===== src/rtl/riscv_pkg.sv =====
// rtl/riscv_pkg.sv - shared types and default widths for the hazard control unit
package riscv_pkg;

  localparam int DEF_REG_ADDR_W = 5;
  localparam int DEF_CNT_W      = 16;

  typedef enum logic {
    RUN     = 1'b0,
    MD_WAIT = 1'b1
  } hz_state_t;

endpackage


===== src/rtl/hz_sat_counter.sv =====
// rtl/hz_sat_counter.sv - saturating event counter, holds at all-ones
module hz_sat_counter #(
  parameter int CNT_W = 16
) (
  input  logic             clk,
  input  logic             rst_n,
  input  logic             inc,
  output logic [CNT_W-1:0] count
);

  localparam logic [CNT_W-1:0] ONE = {{(CNT_W-1){1'b0}}, 1'b1};

  // Count events, sticking at the maximum value instead of wrapping
  always_ff @(posedge clk or negedge rst_n) begin
    if (!rst_n) begin
      count <= '0;
    end else if (inc && (count != '1)) begin
      count <= count + ONE;
    end
  end

endmodule


===== src/rtl/hazard_control_unit.sv =====
// rtl/hazard_control_unit.sv - pipeline stall/flush controller for the 5-stage RV32 core
module hazard_control_unit
  import riscv_pkg::*;
#(
  parameter int REG_ADDR_W = DEF_REG_ADDR_W,
  parameter int CNT_W      = DEF_CNT_W,
  parameter bit X0_CHECK   = 1'b1
) (
  input  logic                  clk,
  input  logic                  rst_n,
  input  logic [REG_ADDR_W-1:0] rs1_id,
  input  logic [REG_ADDR_W-1:0] rs2_id,
  input  logic                  use_rs1_id,
  input  logic                  use_rs2_id,
  input  logic [REG_ADDR_W-1:0] rd_ex,
  input  logic                  memRead_ex,
  input  logic                  branchTaken_ex,
  input  logic                  md_valid_ex,
  input  logic                  md_done,
  input  logic                  dmem_req_mem,
  input  logic                  dmem_ready,
  output logic                  pc_write,
  output logic                  ifid_write,
  output logic                  idex_write,
  output logic                  exmem_write,
  output logic                  ifid_flush,
  output logic                  idex_flush,
  output logic                  exmem_flush,
  output logic                  memwb_flush,
  output logic                  md_start,
  output logic [CNT_W-1:0]      stall_cycles,
  output logic [CNT_W-1:0]      flush_count
);

  hz_state_t state, state_nx;
  logic      done_seen, done_seen_nx;
  logic      mem_stall;
  logic      load_use;
  logic      br_flush;
  logic      stall_inc;

  assign mem_stall = dmem_req_mem & ~dmem_ready;

  // A load into x0 never produces a value worth waiting for when X0_CHECK is set
  assign load_use = memRead_ex & (!X0_CHECK || (rd_ex != '0)) &
                    ((use_rs1_id & (rd_ex == rs1_id)) | (use_rs2_id & (rd_ex == rs2_id)));

  // Hazard decode: priority is reset, memory wait, MUL/DIV, branch, load-use
  always_comb begin
    pc_write     = 1'b1;
    ifid_write   = 1'b1;
    idex_write   = 1'b1;
    exmem_write  = 1'b1;
    ifid_flush   = 1'b0;
    idex_flush   = 1'b0;
    exmem_flush  = 1'b0;
    memwb_flush  = 1'b0;
    md_start     = 1'b0;
    br_flush     = 1'b0;
    state_nx     = state;
    done_seen_nx = done_seen;

    if (!rst_n) begin
      ifid_flush  = 1'b1;
      idex_flush  = 1'b1;
      exmem_flush = 1'b1;
      memwb_flush = 1'b1;
    end else if (mem_stall) begin
      pc_write    = 1'b0;
      ifid_write  = 1'b0;
      idex_write  = 1'b0;
      exmem_write = 1'b0;
      memwb_flush = 1'b1;
      // Remember a MUL/DIV completion that lands while everything is frozen
      if ((state == MD_WAIT) && md_done) begin
        done_seen_nx = 1'b1;
      end
    end else begin
      case (state)
        RUN: begin
          if (md_valid_ex) begin
            md_start    = 1'b1;
            pc_write    = 1'b0;
            ifid_write  = 1'b0;
            idex_write  = 1'b0;
            exmem_flush = 1'b1;
            state_nx    = MD_WAIT;
          end else if (branchTaken_ex) begin
            ifid_flush  = 1'b1;
            idex_flush  = 1'b1;
            br_flush    = 1'b1;
          end else if (load_use) begin
            pc_write    = 1'b0;
            ifid_write  = 1'b0;
            idex_flush  = 1'b1;
          end
        end
        MD_WAIT: begin
          if (md_done || done_seen) begin
            state_nx     = RUN;
            done_seen_nx = 1'b0;
          end else begin
            pc_write    = 1'b0;
            ifid_write  = 1'b0;
            idex_write  = 1'b0;
            exmem_flush = 1'b1;
          end
        end
        default: state_nx = RUN;
      endcase
    end
  end

  assign stall_inc = ~pc_write & rst_n;

  // FSM state and pending-completion flag
  always_ff @(posedge clk or negedge rst_n) begin
    if (!rst_n) begin
      state     <= RUN;
      done_seen <= 1'b0;
    end else begin
      state     <= state_nx;
      done_seen <= done_seen_nx;
    end
  end

  hz_sat_counter #(.CNT_W(CNT_W)) u_stall_cnt (
    .clk   (clk),
    .rst_n (rst_n),
    .inc   (stall_inc),
    .count (stall_cycles)
  );

  hz_sat_counter #(.CNT_W(CNT_W)) u_flush_cnt (
    .clk   (clk),
    .rst_n (rst_n),
    .inc   (br_flush),
    .count (flush_count)
  );

endmodule


===== config.mk =====
export PLATFORM = sky130hd
export DESIGN_NAME = hazard_control_unit
export DESIGN_NICKNAME = d
export VERILOG_FILES = /design/src/rtl/riscv_pkg.sv /design/src/rtl/hz_sat_counter.sv /design/src/rtl/hazard_control_unit.sv
export SDC_FILE = /design/constraint.sdc
export NUM_CORES = 1
export LEC_CHECK = 0
export BUFFER_PORTS_ARGS = -buffer_cell sky130_fd_sc_hd__buf_2
export CAP_MARGIN = 10
export CORE_MARGIN = 10
export CORE_UTILIZATION = 53
export DETAILED_ROUTE_END_ITERATION = 8
export PLACE_DENSITY_LB_ADDON = 0.05
export SLEW_MARGIN = 5
export SYNTH_ARGS = -nofsm -noshare
export SYNTH_HDL_FRONTEND = slang
export SYNTH_SLANG_ARGS = --single-unit

===== constraint.sdc =====
create_clock -name clk -period 3.98 [get_ports clk]
set_clock_uncertainty 0.2 [all_clocks]
set_input_delay 0.398 -clock clk [delete_from_list [all_inputs] [get_ports clk]]
set_output_delay 0.398 -clock clk [all_outputs]
set_load 0.1 [all_outputs]

## Yosys cells after proc, flatten, opt, wreduce, memory -nomap -nowiden

Index checks and enable logic that the tools add are counted.

| storage, ports and cells | value |
|---|---|
| register bits | 34 |
| input port bits | 25 |
| output and inout bits | 41 |
| logic and storage cells | 70 |

| cells by class | value |
|---|---|
| $add $sub $neg | 2 |
| equal/unequal tests | 5 |
| mux-type cells | 39 |
| bitwise operators | 11 |
| reductions and logical operators | 9 |

Operator list:

| cell | number |
|---|---|
| $mux W1 | 36 |
| $add A16 B1 Y16 const B | 2 |
| $ne A16 B16 Y1 const B | 2 |
| $eq A5 B5 Y1 | 2 |
| $and A1 B1 Y1 | 6 |
| $pmux W1 S2 | 3 |
| $reduce_bool A5 Y1 | 1 |
| $not A1 Y1 | 4 |
| $reduce_and A4 Y1 | 1 |
| $reduce_bool A2 Y1 | 2 |
| $logic_and A1 B1 Y1 | 3 |
| $ne A2 B1 Y1 const B | 1 |
| $reduce_and A2 Y1 | 1 |
| $logic_or A1 B1 Y1 | 1 |
| $or A1 B1 Y1 | 1 |

## Depth between registers and ports, before layout

Gate-level depths: netlist of the first run.

| logic depth | value |
|---|---|
| depth in word-level cells | 13 |
| depth in mapped cells | 8 |
| gate-level depth less buffers | 7 |

## Cells and area by module

A second synthesis of the first run with hierarchy kept.

| second synthesis, totals | value |
|---|---|
| cell total of the unflattened synthesis | 188 |
| area, all modules | 1974.4 um^2 |

By module, submodules not included:

| module | times used | cells an instance | area an instance (um^2) | seq. area each (um^2) |
|---|---|---|---|---|
| hz_sat_counter (u_flush_cnt) | 1 | 72 | 859.6 | 400.4 |
| hz_sat_counter (u_stall_cnt) | 1 | 72 | 782.0 | 400.4 |
| hazard_control_unit | 1 | 44 | 332.8 | 50.0 |

## Worst setup path after synthesis of the first run

Ideal clock, no wire load.

| path | value |
|---|---|
| path type | register to output |
| from | register state |
| to | output pc_write |
| data arrival time | 4.603 ns |
| data required time | 3.382 ns |
| slack | -1.221 ns |
| stages on the path, launching flop included | 6 |
| path buffers | 1 |
| cell sequence | dfrtp_1 -> nor3b_1 -> o31ai_1 -> o31ai_1 -> inv_1 -> buf_4 |

| on the way | value |
|---|---|
| cells in the longest elaborated chain, start to end | 4 |

Ends and longest elaborated chain:

| what | line | source |
|---|---|---|
| start, declared | hazard_control_unit.sv:35 | `hz_state_t state, state_nx;` |
| start signal, assigned | hazard_control_unit.sv:122 | `state <= state_nx;` |
| $not A1 Y1 | - |  |
| $pmux W1 S2 (*) | - |  |
| $mux W1 (*) (2 in a row) | - |  |
| end, declared | hazard_control_unit.sv:22 | `output logic pc_write,` |

Mark *: on every way between the ends. The rest lies on a longest branch, timed or not.

## Final worst setup path of the first run

| path | value |
|---|---|
| from | input rst_n |
| to | output ifid_write |

| on the way | value |
|---|---|
| cells in the longest elaborated chain, start to end | 1 |

Ends and longest elaborated chain:

| what | line | source |
|---|---|---|
| start, declared | hazard_control_unit.sv:10 | `input logic rst_n,` |
| $mux W1 | hazard_control_unit.sv:63 | `if (!rst_n) begin` |
| end, declared | hazard_control_unit.sv:23 | `output logic ifid_write,` |

Every way passes these cells.

==> results of run 1 <==
[per-stage QoR]
step | setup WS, ns | area, sq um
2_1_floorplan | 0.3565 | 1887
3_3_place_gp | 1.403 | 2251
3_5_place_dp | 1.325 | 2251
4_1_cts | 0.7854 | 2325
5_1_grt | 0.6525 | 2325
6_report | 0.7939 | 2325
[layout make-up]
type	instances	area, sq um
Fill cell	311	1039
Timing Repair Buffer	67	342.8
Tap cell	46	57.56
Inverter	3	11.26
Clock buffer	6	51.30
Sequential cell	34	850.8
Multi-Input combinational cell	138	998.5
Clock inverter	2	12.51
[sequential cells by signal (all words and copies together), names as in the netlist]
register           count
state                  1
u_stall_cnt.count     16
u_flush_cnt.count     16
done_seen              1
[timing repair]
| item | CTS | global route |
|---|---|---|
| endpoints found under the hold margin | 11 | 0 |
| setup endpoints to repair | 0 | 0 |
| hold buffers | 1 | 0 |
[cell usage in the layout, fill, tap and decap left out, types with 5 or more instances in the layout]
cell and instances:
sky130_fd_sc_hd__buf_2 65, sky130_fd_sc_hd__clkbuf_4 5, sky130_fd_sc_hd__dfrtp_1 34, sky130_fd_sc_hd__nand2_1 18, sky130_fd_sc_hd__nand3_1 8, sky130_fd_sc_hd__nand4_1 14
sky130_fd_sc_hd__nor2_1 9, sky130_fd_sc_hd__nor3_1 7, sky130_fd_sc_hd__xnor2_1 29, sky130_fd_sc_hd__xor2_1 10
[worst max-delay path by stage]
| stage | slack [ns] | endpoint | start |
|---|---|---|---|
| floorplan | 0.36 | exmem_flush | state$_DFFE_PN0P_ |
| global placement | 1.40 | pc_write | rst_n |
| detailed placement | 1.32 | ifid_write | rst_n |
| CTS | 0.79 | ifid_write | rst_n |
| global route | 0.65 | ifid_write | rst_n |
| finish | 0.79 | ifid_write | rst_n |
[report_power, final]
group / total [mW] / internal (mW) / switching, mW / leakage (nW)
Sequential: 0.486 / 0.406 / 0.0800 / 0.447
Combinational: 0.731 / 0.140 / 0.591 / 0.611
Clock: 0.204 / 0.0849 / 0.119 / 0.0343
Total: 1.42 / 0.630 / 0.790 / 1.09
[tightest hold or removal path, stage by stage]
cell	delay [ns]
sky130_fd_sc_hd__buf_2	0.09
sky130_fd_sc_hd__a31oi_1	0.07
sky130_fd_sc_hd__a31oi_1	0.13
[cell families (layout without fill, tap and decap cells)]
group           after synthesis  after routing  share of synthesized area, %
simple gates                 77             77                         23.51
mux                           2              2                         1.403
fa+ha+maj                     2              2                         1.336
flops                        34             34                         45.42
buf+inv                       6             78                         2.004
compound gates               18             18                         8.083
xor+xnor                     39             39                         18.24
[metal layers]
| metal | global-route usage, % | up-vias |
|---|---|---|
| met3 | 6.644 | 9 |
| met1 | 15.38 | 771 |
| li1 | - | 785 |
| met2 | 25.24 | 54 |
| met5 | 0 | - |
| met4 | 3.763 | 0 |
==> flow_metrics.env, run 1 <==
export IMPL_syn_num_nets=205
export IMPL_cp_common_cell="sky130_fd_sc_hd__buf_2"
export IMPL_placeableCoreArea_sq_mm=0.003363
export IMPL_layout_cells_non_filler=296
export IMPL_clock_sink_total=34
export IMPL_final_nets=276
export IMPL_synthFlopType="sky130_fd_sc_hd__dfrtp_1"
export IMPL_clockRootBuffer="sky130_fd_sc_hd__clkbuf_4"
export IMPL_critPathRequiredTime_ns=3.38
export IMPL_hold_path_startpoint="md_done"
export IMPL_drt_pass1_iter_count=4
export IMPL_drt_wl_total_microns=4520
export IMPL_synth_cells_most_frequent="sky130_fd_sc_hd__dfrtp_1 (34), sky130_fd_sc_hd__xnor2_1 (29), sky130_fd_sc_hd__nand2_1 (18)"
export IMPL_worst_r2r_endpoint="u_stall_cnt.count[14]$_DFFE_PN0P_"
export IMPL_cp_buf_inv_count=4
export IMPL_number_of_flops_mapped_to_enable_cells_by_yosys=0
export IMPL_drt_vias_per_instance=5.470
export IMPL_worstSetupStartpointType="input pin"
export IMPL_grt_overflow_total=0
export IMPL_finalCriticalPeriod_ns=3.186
export IMPL_dr_first_iter_drc_count=33
export IMPL_io_pins=66
export IMPL_insertion_delay_of_the_later_clocked_pin_in_the_worst_skew_pair_ns=0.33
export IMPL_synth_ff_latch_count=34
export IMPL_worst_r2r_path_depth=7
export IMPL_max_clock_path_buffers=2
export IMPL_netlist_top_cells_area="sky130_fd_sc_hd__dfrtp_1 (45%), sky130_fd_sc_hd__xnor2_1 (14%), sky130_fd_sc_hd__nand4_1 (4.7%)"
export IMPL_synth_seq_area_share_pct=45.42
export IMPL_met2RoutedLength_microns=2309
export IMPL_netlist_instances=178
export IMPL_pin_count_of_the_biggest_net_entering_global_routing=24
export IMPL_grtUsageTotal_pct=14.48
export IMPL_worst_hold_path_type="input pin to flip-flop"
export IMPL_max_vdd_ir_drop_uv=516.4
export IMPL_ys_warnings_count=0
export IMPL_max_h_tree_level=2
export IMPL_cell_area_after_technology_mapping_sq_mm=0.001873
export IMPL_die_area_sq_mm=0.006312
export IMPL_cp_end_kind="primary output"
export IMPL_critical_path_cell_with_the_highest_stage_delay="sky130_fd_sc_hd__dlygate4sd3_1"
export IMPL_top_area_cell_type_share_of_the_netlist_area_pct=45.42
export IMPL_dpl_cell_count=287
export IMPL_synth_area_per_cell_sq_um=10.52
export IMPL_tightestPinTransition_ns=0.4997
export IMPL_max_freq_ghz=0.3139
export IMPL_drc=0
export IMPL_cts_buffers_inserted=5
export IMPL_final_hold_viol_count=0
export IMPL_floorplan_initialDensity_pct=55.69
export IMPL_grt_pass1_wl_microns=7417
export IMPL_syn_to_final_growth_pct=24.11
export IMPL_drt_antenna_violating_nets=0
export IMPL_slew_headroom_pct=66.92
export IMPL_critical_path_peak_fanout=22
export IMPL_synthMostInstantiatedCell="sky130_fd_sc_hd__dfrtp_1"
export IMPL_dpl_hpwl_microns=3637
export IMPL_cellPowerDensity_mw_per_mm2=611.1
export IMPL_timing_hold_ws_ns=0.1869
export IMPL_rrSetupSlack_ns=1.70
export IMPL_post_route_cells_drive_above_1_share_pct=36.00
export IMPL_fin_setup_tns_ns=0
export IMPL_cts_repair_resized=0
export IMPL_critPathTopFamily="buffers and inverters"
export IMPL_hold_end="done_seen$_DFFE_PN0P_"
export IMPL_ys_types=42
export IMPL_vias_in_the_first_global_route=1633
export IMPL_vias=1619
export IMPL_route_layer_met1_wl_microns=1848
export IMPL_postCtsSetupBuffers=0
export IMPL_top_signal_layer_used="met4"
export IMPL_sum_of_met3_wire_segment_lengths_after_detailed_routing_microns=319
export IMPL_hold_depth=3
export IMPL_maxCapViolations=0
export IMPL_final_setup_viol_count=0
export IMPL_crit_type="input pin to primary output"
export IMPL_clkSlewWorstSetupHoldPaths_ns=0.11
export IMPL_dieHeight_microns=79.45
export IMPL_die_w_microns=79.45
export IMPL_tritoncts="yes"
export IMPL_finish_utilization_pct=69.12
export IMPL_antennaDiodeCount=0
export IMPL_ys_async_sr_fraction_pct=100.0
export IMPL_timing_rr_start="u_stall_cnt.count[0]$_DFFE_PN0P_"
export IMPL_min_period_over_period_pct=80.05
export IMPL_result_of_the_run="finished clean"
export IMPL_report_final_slew_viol_count=0
export IMPL_antenna_found_initial=0
export IMPL_path_depth=6
export IMPL_worst_endpoint_arrival_ns=2.59
export IMPL_fp_row_count=21
export IMPL_yosys_area_top_type="sky130_fd_sc_hd__dfrtp_1"
export IMPL_path_cells="dlygate4sd3_1, buf_2, or3b_4, o31ai_1, inv_1, buf_2"
export IMPL_wire_per_inst_microns=15.27
export IMPL_buffer_ports_inserted=65
export IMPL_cpPeakStageDelay_ns=0.51
export IMPL_total_power_draw_mw=1.421
export IMPL_cellLeakagePower_nw=1.093
export IMPL_place_gp_congestion=0.8188
export IMPL_setup_repair_after_global_routing_missed_its_margin="false"
(Power assumes the default switching activity.)
==> inputs of run 2 (changes only) <==
CORE_UTILIZATION = 49   (was 53)
clock period = 3 ns   (was 3.98 ns; I/O delays follow)
==> flow_metrics.env, run 2 (synthesis gave the netlist of run 1 again) <==
export IMPL_result_of_the_run="finished clean"
export IMPL_syn_to_final_growth_pct=26.79
export IMPL_cts_buffers_inserted=5
export IMPL_final_hold_viol_count=0
export IMPL_most_common_layout_cells="sky130_fd_sc_hd__buf_2 (65), sky130_fd_sc_hd__dfrtp_1 (34), sky130_fd_sc_hd__xnor2_1 (29), sky130_fd_sc_hd__nand2_1 (18), sky130_fd_sc_hd__nand4_1 (14)"
export IMPL_placeableCoreArea_sq_mm=0.003689
export IMPL_final_nets=276
export IMPL_tritoncts="yes"
export IMPL_io_pins=66
export IMPL_fp_row_count=22
export IMPL_vias=1594
export IMPL_drt_wl_total_microns=4611
export IMPL_pin_count_of_the_biggest_net_entering_global_routing=30
export IMPL_insertion_delay_of_the_later_clocked_pin_in_the_worst_skew_pair_ns=0.28
export IMPL_drt_pass1_iter_count=5
export IMPL_biggestRegsByFlops="u_flush_cnt.count (16), u_stall_cnt.count (16)"
export IMPL_max_h_tree_level=2
export IMPL_dpl_worst_slack_ns=0.7004
export IMPL_grt_pass1_wl_microns=7741
export IMPL_die_w_microns=81.83
export IMPL_vias_in_the_first_global_route=1678
export IMPL_post_route_cells_drive_above_1_share_pct=35.60
export IMPL_clkSlewWorstSetupHoldPaths_ns=0.06
export IMPL_finalCriticalPeriod_ns=2.782
export IMPL_slew_headroom_pct=65.82
export IMPL_dpl_hpwl_microns=3620
export IMPL_critPathRequiredTime_ns=2.50
export IMPL_maxCapViolations=0
export IMPL_crit_type="input pin to primary output"
export IMPL_antenna_found_initial=0
export IMPL_worstSetupStartpointType="input pin"
export IMPL_buffer_ports_inserted=65
export IMPL_drt_antenna_violating_nets=0
export IMPL_critical_path_peak_fanout=16
export IMPL_cellPowerDensity_mw_per_mm2=851.2
export IMPL_min_period_over_period_pct=92.74
export IMPL_clockRootBuffer="sky130_fd_sc_hd__clkbuf_8"
export IMPL_cp_end_kind="primary output"
export IMPL_grt_overflow_total=0
export IMPL_place_gp_congestion=0.8992
export IMPL_layout_commonest_cell="sky130_fd_sc_hd__buf_2"
export IMPL_floorplan_initialDensity_pct=50.78
export IMPL_clock_sink_total=34
export IMPL_grtUsageTotal_pct=14.39
export IMPL_worst_hold_path_type="input pin to flip-flop"
export IMPL_dieHeight_microns=81.83
export IMPL_max_clock_path_buffers=2
export IMPL_worst_endpoint_arrival_ns=2.28
export IMPL_cellLeakagePower_nw=1.112
export IMPL_antennaDiodeCount=0
export IMPL_setup_repair_after_global_routing_missed_its_margin="false"
export IMPL_dr_first_iter_drc_count=132
export IMPL_report_final_slew_viol_count=0
export IMPL_wire_per_inst_microns=15.47
export IMPL_drc=0
export IMPL_setup_slack_ns=0.2178
export IMPL_tightestPinTransition_ns=0.5117
export IMPL_max_freq_ghz=0.3594
export IMPL_rrSetupSlack_ns=0.69
export IMPL_max_vdd_ir_drop_uv=960.3
export IMPL_layout_filler_cells=328
export IMPL_drt_vias_per_instance=5.349
export IMPL_die_area_sq_mm=0.006695
export IMPL_final_setup_viol_count=0
export IMPL_timing_hold_ws_ns=0.1601
[run 2: path summary, 6_finish.rpt]
kind | startpoint | end | cells past startpoint
max | rst_n | ifid_write | 6
min | dmem_req_mem | done_seen$_DFFE_PN0P_ | 3
max reg2reg | u_stall_cnt.count[0]$_DFFE_PN0P_ | u_stall_cnt.count[14]$_DFFE_PN0P_ | 7
min reg2reg | u_stall_cnt.count[5]$_DFFE_PN0P_ | u_stall_cnt.count[5]$_DFFE_PN0P_ | 1
max in group asynchronous | rst_n | u_stall_cnt.count[15]$_DFFE_PN0P_ | 3
min in group asynchronous | rst_n | state$_DFFE_PN0P_ | 2
[run 2: cell type report]
| type | count | area [sq um] | share of cell area, % |
|---|---|---|---|
| multi-input cells | 138 | 1003 | 42.25 |
| flip-flops and latches | 34 | 850.8 | 35.83 |
| repair buffers | 67 | 342.8 | 14.44 |
| clock buffers | 7 | 76.32 | 3.214 |
| well taps | 48 | 60.06 | 2.529 |
| clock inverters | 1 | 30.03 | 1.264 |
| inverters | 3 | 11.26 | 0.4742 |
[run 2: stage by stage]
step,cells,utilization [%],TNS [ns],total power [mW],instance area (sq um)
2_1_floorplan,178,-,-0.3879,1.452,1887
3_3_place_gp,289,61.09,0,1.612,2253
3_5_place_dp,289,61.09,0,1.628,2253
4_1_cts,298,64.25,0,2.034,2370
5_1_grt,298,64.38,0,2.115,2375
6_report,298,64.38,0,2.021,2375
[run 2: repair_timing]
item / CTS / global route
setup endpoints to repair: 0 / 2
buffers inserted: 0 / 0
hold endpoints to repair: 5 / 0
hold buffers: 1 / 0
resized for setup: 0 / 1
[run 2: metal layers]
| layer | global-route usage (%) | up-vias | part of all wire (%) |
|---|---|---|---|
| li1 | - | 773 | - |
| met1 | 16.46 | 759 | 42 |
| met2 | 24.37 | 55 | 48 |
| met3 | 5.022 | 7 | 8.2 |
| met4 | 5.102 | 0 | 1.3 |
| met5 | 0 | - | 0 |
[run 2: worst max-delay path, cell delays in order]
cell and delay (ns):
sky130_fd_sc_hd__dlygate4sd3_1 0.53, sky130_fd_sc_hd__buf_2 0.31, sky130_fd_sc_hd__or3b_4 0.45, sky130_fd_sc_hd__o31ai_2 0.30, sky130_fd_sc_hd__inv_1 0.09, sky130_fd_sc_hd__buf_2 0.30
[run 2: report_power, final]
group	switching, mW	internal, mW
registers	0.106	0.539
clock network	0.154	0.248
logic	0.787	0.186
